## src/rtl/tdm_demux4.sv

```systemverilog
// tdm_demux4: receive end of a 4-channel bit-interleaved TDM serial link.
// Slots run ch0, ch1, ch2, ch3 and repeat. Each channel word is WIDTH bits, sent
// MSB first, one bit per slot. A frame marker flags ch0's first bit. Every
// completed word is presented on a registered output together with a one-cycle
// vld strobe.
// Optional build macro: MISSED_FRAME_EN. When it is defined, a missing frame
// marker at the expected boundary drops the link back to HUNT. When it is not
// defined, the receiver flywheels through the missing marker.
module tdm_demux4 #(
    parameter int WIDTH = 4
) (
    input  logic             clk,
    input  logic             rst,
    input  logic             din,
    input  logic             en,
    input  logic             frame,
    output logic [WIDTH-1:0] ch0,
    output logic [WIDTH-1:0] ch1,
    output logic [WIDTH-1:0] ch2,
    output logic [WIDTH-1:0] ch3,
    output logic [3:0]       vld,
    output logic             locked,
    output logic             sync_err
);

    localparam int BW = (WIDTH > 2) ? $clog2(WIDTH) : 1;
    localparam logic [BW-1:0] LAST = BW'(WIDTH - 1);

    localparam logic [0:0] HUNT   = 1'b0;
    localparam logic [0:0] LOCKED = 1'b1;

    logic [0:0]    state_reg;
    logic [1:0]    slot_reg;
    logic [BW-1:0] bitcnt_reg;
    logic          sync_err_reg;

    logic          boundary;
    logic          hunt_lock;
    logic          misalign;
    logic          missed;
    logic          restart;
    logic          flush;
    logic          advance;

    logic [WIDTH-1:0] ch_bus [4];

    // Decode this edge's sample into control events. A misaligned frame beats a
    // word completion, so a partial word is never published.
    always_comb begin
        boundary  = (slot_reg == 2'd0) && (bitcnt_reg == '0);
        hunt_lock = en && (state_reg == HUNT) && frame;
        misalign  = en && (state_reg == LOCKED) && frame && !boundary;
`ifdef MISSED_FRAME_EN
        missed    = en && (state_reg == LOCKED) && !frame && boundary;
`else
        missed    = 1'b0;
`endif
        // The restarting sample is itself ch0's first bit.
        restart   = hunt_lock || misalign;
        flush     = restart || missed;
        advance   = en && (state_reg == LOCKED) && !misalign && !missed;
    end

    // Frame state, slot/bit counters and the error strobe.
    always_ff @(posedge clk or posedge rst) begin
        if (rst) begin
            state_reg    <= HUNT;
            slot_reg     <= 2'd0;
            bitcnt_reg   <= '0;
            sync_err_reg <= 1'b0;
        end else begin
            sync_err_reg <= misalign || missed;
            if (restart) begin
                state_reg  <= LOCKED;
                slot_reg   <= 2'd1;
                bitcnt_reg <= '0;
            end else if (missed) begin
                state_reg  <= HUNT;
                slot_reg   <= 2'd0;
                bitcnt_reg <= '0;
            end else if (advance) begin
                slot_reg <= slot_reg + 2'd1;
                if (slot_reg == 2'd3) begin
                    bitcnt_reg <= (bitcnt_reg == LAST) ? '0 : bitcnt_reg + 1'b1;
                end
            end
        end
    end

    genvar gi;
    generate
        for (gi = 0; gi < 4; gi++) begin : g_chan
            logic [WIDTH-1:0] acc_reg;
            logic [WIDTH-1:0] out_reg;
            logic             vld_reg;
            logic             shift;
            logic             complete;

            assign shift    = advance && (slot_reg == 2'(gi));
            assign complete = shift && (bitcnt_reg == LAST);

            // Per-channel shift accumulator and output word. The completed word
            // is taken straight from the accumulator plus the incoming bit.
            always_ff @(posedge clk or posedge rst) begin
                if (rst) begin
                    acc_reg <= '0;
                    out_reg <= '0;
                    vld_reg <= 1'b0;
                end else begin
                    vld_reg <= complete;
                    if (flush) begin
                        acc_reg <= (gi == 0 && restart) ? {{(WIDTH-1){1'b0}}, din} : '0;
                    end else if (shift) begin
                        acc_reg <= {acc_reg[WIDTH-2:0], din};
                    end
                    if (complete) begin
                        out_reg <= {acc_reg[WIDTH-2:0], din};
                    end
                end
            end

            assign ch_bus[gi] = out_reg;
            assign vld[gi]    = vld_reg;
        end
    endgenerate

    assign ch0      = ch_bus[0];
    assign ch1      = ch_bus[1];
    assign ch2      = ch_bus[2];
    assign ch3      = ch_bus[3];
    assign locked   = (state_reg == LOCKED);
    assign sync_err = sync_err_reg;

endmodule
```

## config.mk

```make
export PLATFORM = sky130hd
export DESIGN_NAME = tdm_demux4
export DESIGN_NICKNAME = d
export VERILOG_FILES = /design/src/rtl/tdm_demux4.sv
export SDC_FILE = /design/constraint.sdc
export NUM_CORES = 1
export LEC_CHECK = 0
export ABC_AREA = 1
export CAP_MARGIN = 30
export CORE_MARGIN = 2
export CORE_UTILIZATION = 45
export CTS_BUF_LIST = sky130_fd_sc_hd__clkbuf_4 sky130_fd_sc_hd__clkbuf_8
export CTS_CLUSTER_DIAMETER = 100
export DETAILED_ROUTE_END_ITERATION = 16
export GPL_ROUTABILITY_DRIVEN = 0
export GPL_TIMING_DRIVEN = 0
export MAX_ROUTING_LAYER = met4
export PLACE_DENSITY = 0.71
export SLEW_MARGIN = 10
export SYNTH_ARGS = -nofsm -noshare
export SYNTH_HDL_FRONTEND = slang
export SYNTH_SLANG_ARGS = --single-unit
```

## constraint.sdc

```tcl
create_clock -name clk -period 1.25 [get_ports clk]
set_input_delay 0.3125 -clock clk [delete_from_list [all_inputs] [get_ports clk]]
set_output_delay 0.3125 -clock clk [all_outputs]
set_load 0.1 [all_outputs]
```

Word level (Yosys, flattened, before mapping)
Index checks and enable logic that the tools add are counted.
{"block": "totals", "input_bits": 5, "ff_bits": 38}
{"block": "op_classes", "n_addsub": 2, "eq_ne": 4, "n_bitwise": 1, "n_reduce_logical": 27, "mux": 14}
{"op": "$mux 3", "count": 8}
{"op": "$logic_and 1x1->1", "count": 15}
{"op": "$mux 2", "count": 6}
{"op": "$reduce_bool 2->1", "count": 6}
{"op": "$eq 2x2->1 const B", "count": 3}
{"op": "$add 2x1->2 const B", "count": 2}
{"op": "$logic_not 2->1", "count": 2}
{"op": "$eq 2x1->1 const B", "count": 1}
{"op": "$logic_not 1->1", "count": 2}
{"op": "$reduce_and 2->1", "count": 1}
{"op": "$logic_or 1x1->1", "count": 1}
{"op": "$not 1->1", "count": 1}

Logic depth before layout (Yosys ltp)
{"block": "logic_depth", "depth_word": 9, "mapped_depth": 9, "depth_no_buf": 8}

Worst setup path before layout
OpenSTA, ideal clock, no wires.
{"block": "synth_path", "path_kind": "register -> register", "start": "register state_reg, in the netlist locked", "end": "register g_chan[1].out_reg[0], in the netlist ch1[0]", "stages_incl_launch_ff": 6, "arrival_time_ns": 1.682, "path_slack_ns": -0.551, "path_buffers": 0, "synth_period_minus_slack_ns": 1.801, "setup_ns": 0.120, "cell_sequence": "dfrtp_1 -> nand2_2 -> clkinv_2 -> nand4_1 -> nand2_1 -> nand2_1"}
{"block": "synth_between", "elab_chain_cells": 7}
{"item": "start, declared", "line": "32", "source": "logic [0:0] state_reg;"}
{"item": "start signal, assigned", "line": "67", "source": "state_reg <= HUNT;"}
{"item": "start signal, assigned", "line": "74", "source": "state_reg <= LOCKED;"}
{"item": "start signal, assigned", "line": "78", "source": "state_reg <= HUNT;"}
{"item": "$logic_and 1x1->1 *", "line": "52, 61"}
{"item": "$logic_and 1x1->1 (2 in series)", "line": "52", "source": "misalign = en && (state_reg == LOCKED) && frame && !boundary;"}
{"item": "$logic_not 1->1", "line": "61", "source": "advance = en && (state_reg == LOCKED) && !misalign && !missed;"}
{"item": "$logic_and 1x1->1 *", "line": "61"}
{"item": "$logic_and 1x1->1 *", "line": "99", "source": "assign shift = advance && (slot_reg == 2'(gi));"}
{"item": "$logic_and 1x1->1 *", "line": "100", "source": "assign complete = shift && (bitcnt_reg == LAST);"}
{"item": "end signal, assigned", "line": "117", "source": "out_reg <= {acc_reg[WIDTH-2:0], din};"}
{"item": "end, declared", "line": "94", "source": "logic [WIDTH-1:0] out_reg;"}
Every way passes the cells marked *; elsewhere a longest branch is shown, timed or not.
A chain may end at the register's enable or synchronous reset.

Final worst setup path
{"block": "layout_path", "start": "register slot_reg[0]", "end": "register g_chan[2].out_reg[1], in the netlist ch2[1]"}
{"block": "layout_between", "elab_chain_cells": 8, "elab_cells_between_ends": 9}
{"item": "start, declared", "line": "33", "source": "logic [1:0] slot_reg;"}
{"item": "start signal, assigned", "line": "82", "source": "slot_reg <= slot_reg + 2'd1;"}
{"item": "$logic_not 2->1", "line": "50", "source": "boundary = (slot_reg == 2'd0) && (bitcnt_reg == '0);"}
{"item": "$logic_and 1x1->1", "line": "50"}
{"item": "$logic_not 1->1", "line": "52"}
{"item": "$logic_and 1x1->1", "line": "52"}
{"item": "$logic_not 1->1", "line": "61"}
{"item": "$logic_and 1x1->1", "line": "61"}
{"item": "$logic_and 1x1->1 *", "line": "99"}
{"item": "$logic_and 1x1->1 *", "line": "100"}
{"item": "end signal, assigned", "line": "117"}
{"item": "end, declared", "line": "94"}
Marked as above.

==> impl_metrics.ini <==
[outcome]
status = finished with violations
violations_in_the_final_reports = setup timing

[setup_path]
crit_buf_inv = 2
cpPeakStageDelay_ns = 0.41
r2r_setup_slack_ns = -0.17
worstPathMaxFanout = 7
worstPathCellList = inv_2 -> ha_4 -> nand2_8 -> a21oi_4 -> buf_4 -> nand4_1 -> nand2_1
timing_worst_setup_path_type = flop to flop
crit_path_top_delay_cell = dfrtp_1
endpoint_kind = flop
cp_data_required_time_ns = 1.48
critical_path.startpoint_type = flop
path_delay_family = flip-flops
worst-endpoint-arrival_ns = 1.65

[clocking]
cts.sinks = 38
worst_setup_hold_path_clk_slew_ns = 0.08
ctsRootBufferMaster = clkbuf_8
cts_hold_repair.buffers = 0
cts_tree = built
cts_made_buffers = 5
htree_num_levels = 2
clk-insertion-delay-late_ns = 0.29
cts_max_path_bufs = 2

[routing]
wirelength_mm = 4.01
via_per_inst = 5.08
drc = 0
drt_pre_antenna_iters = 4
dr_total_vias = 1449
drt-wirelength-per-cell_um = 14.1
ant_nets = 0
drt_iter0_markers = 116

[timing]
setup_total_negative_slack_ns = -3.70
timing_max_transition_violations_final = 0
post-route-worst-setup-slack_ns = -0.168
fin_crit_ns = 1.42
fin_worst_hold_slack_ns = 0.419
grt_setup_unrepaired = true
worst_margin_pin_slew_ns = 0.637
fin_crit_sh_pct = 113
achievable-frequency_mhz = 705
max_slew_margin_pct = 57.5
timing.clock.skew_ns = 0.00466
setup_viol = 35
hold_viol_final = 0

[yosys]
synth_top_area_share_pct = 53.1
postSynthNetCount = 205
synth_top_cells_by_area = dfrtp_1, nand2_1, nand4_1
post_synth.cell_area_avg_sq_um = 9.22
yosys.cell_types.count = 21
yosys_register_bits = 38
yosysSeqAreaShare_pct = 53.1
synth_warnings = 0
synthesized_area_sq_um = 1790
post_synth_inst_count = 194
yosysTopAreaCell = dfrtp_1

[power]
power_leakage_nw = 1.34
vdd_ir_drop_max_mv = 1.09
total_power_mw = 4.49
p_per_area_nw_per_um2 = 1730

[floorplan]
core_sq_um = 3740
start_util_pct = 47.8
die_h_um = 67.1
floorplan.rows = 22
die_outline_area_sq_um = 4500
chipWidth_um = 67.1
ios = 27

[placed_design]
setup_ws_pre_cts_ns = -0.633
final_hpwl_from_detailed_placement_mm = 2.38
post_dp_cell_area_sq_um = 2200
port-buffer-count = 26
numPlacedInstances = 268

[cells_and_area]
fillCellCount = 281
layout-drive-gt1-share_pct = 39.2
n_antenna_cell = 0
largest_register_ffs = 12
layout.cell_area.non_filler_sq_um = 2600
final_cell_count_no_fill = 285
area_delta_synth_final_pct = 45.2
finish.net_count = 247
post-route-util_pct = 69.4

[min_path]
worstHoldPathType = input pin to async pin

[global_route]
first_global_vias = 1391
grt_usage_pct = 20.1
grt.overflow.total = 0
antenna_found_initial = 0
first_pass_grt_wire_length_mm = 6.49
maximum_number_of_pins_on_one_net_before_global_route_repair = 39

[job]
max_cap_violations = 0
==> power breakdown <==
| group | total, mW | switching, mW | internal [mW] |
|---|---|---|---|
| Clock | 0.875 | 0.432 | 0.443 |
| Combinational | 2.06 | 1.22 | 0.839 |
| Sequential | 1.56 | 0.138 | 1.42 |
==> layout by cell type, fill, tap and decap left out, types with 5 or more instances in the layout <==
master / synthesis / layout
nand3_2: 4 / 10
nand4_1: 18 / 18
buf_12: 0 / 7
nand2_1: 67 / 65
clkbuf_8: 0 / 6
buf_4: 4 / 10
nor2_4: 0 / 5
nand3_1: 13 / 5
buf_6: 3 / 19
inv_1: 17 / 11
inv_2: 3 / 6
dfrtp_1: 38 / 37
==> worst reg2reg max path: cells and delay by family (launching register included) <==
kind | cells | cell delay, ns
fa+ha+maj | 1 | 0.19
flops | 1 | 0.41
buf+inv | 2 | 0.26
compound gates | 1 | 0.27
simple gates | 3 | 0.23
==> timing repair <==
| item | 4_1_cts | 5_1_grt |
|---|---|---|
| resized for setup | 181 | 18 |
| buffers inserted | 10 | 2 |
| gates cloned | 1 | 1 |
| pin swaps | 4 | 14 |
| setup endpoints to repair | 58 | 44 |
==> logic make-up (layout without fill, tap and decap cells) <==
logic type | after synthesis | in the layout | share of synthesized area [%]
flops | 38 | 38 | 53.1
compound gates | 2 | 2 | 1.19
buf+inv | 30 | 73 | 8.60
fa+ha+maj | 6 | 6 | 4.20
simple gates | 118 | 118 | 32.9
==> metal layers <==
layer  vias to the layer above  GRT usage (%)  share of wire, %
met4                         0           8.16               2.1
met1                       698           24.8                43
met5                         -              -                 0
met2                        30           31.9                52
li1                        713              -                 -
met3                         8           4.73               3.2
==> area by class of cell <==
type	count	area [sq um]	area share, %
flip-flops and latches	38	955	36.7
multi-input cells	126	866	33.3
repair buffers	40	489	18.8
inverters	21	95.1	3.66
clock buffers	6	82.6	3.18
well taps	48	60.1	2.31
plain buffers	4	38.8	1.49
clock inverters	2	12.5	0.481
==> path summary, 6_finish.rpt <==
path	startpoint	endpoint	cells after the start
setup / recovery	slot_reg[0]$_DFFE_PP0P_	ch2[1]$_DFFE_PP0P_	7
min in group clk	g_chan[0].acc_reg[1]$_DFFE_PP0P_	g_chan[0].acc_reg[2]$_DFFE_PP0P_	2
hold / removal	rst	ch3[1]$_DFFE_PP0P_	2
hold reg to reg	g_chan[0].acc_reg[1]$_DFFE_PP0P_	g_chan[0].acc_reg[2]$_DFFE_PP0P_	2
max in group asynchronous	rst	locked$_DFFE_PP0P_	2
setup reg to reg	slot_reg[0]$_DFFE_PP0P_	ch2[1]$_DFFE_PP0P_	7
==> synthesized netlist by cell type <==
cell	instances
nand2_1	67
dfrtp_1	38
nand4_1	18
inv_1	17
nand3_1	13
ha_1	6
nor2_1	6
buf_4	4
nand3_2	4
buf_6	3
inv_2	3
nand2_2	3
buf_2	2
nand2_4	2
nand4_2	2
a21oi_4	1
clkinv_2	1
nand3_4	1
nor2_2	1
o21ai_0	1
or2_2	1
Note: power is estimated with default switching activity, not from simulation.
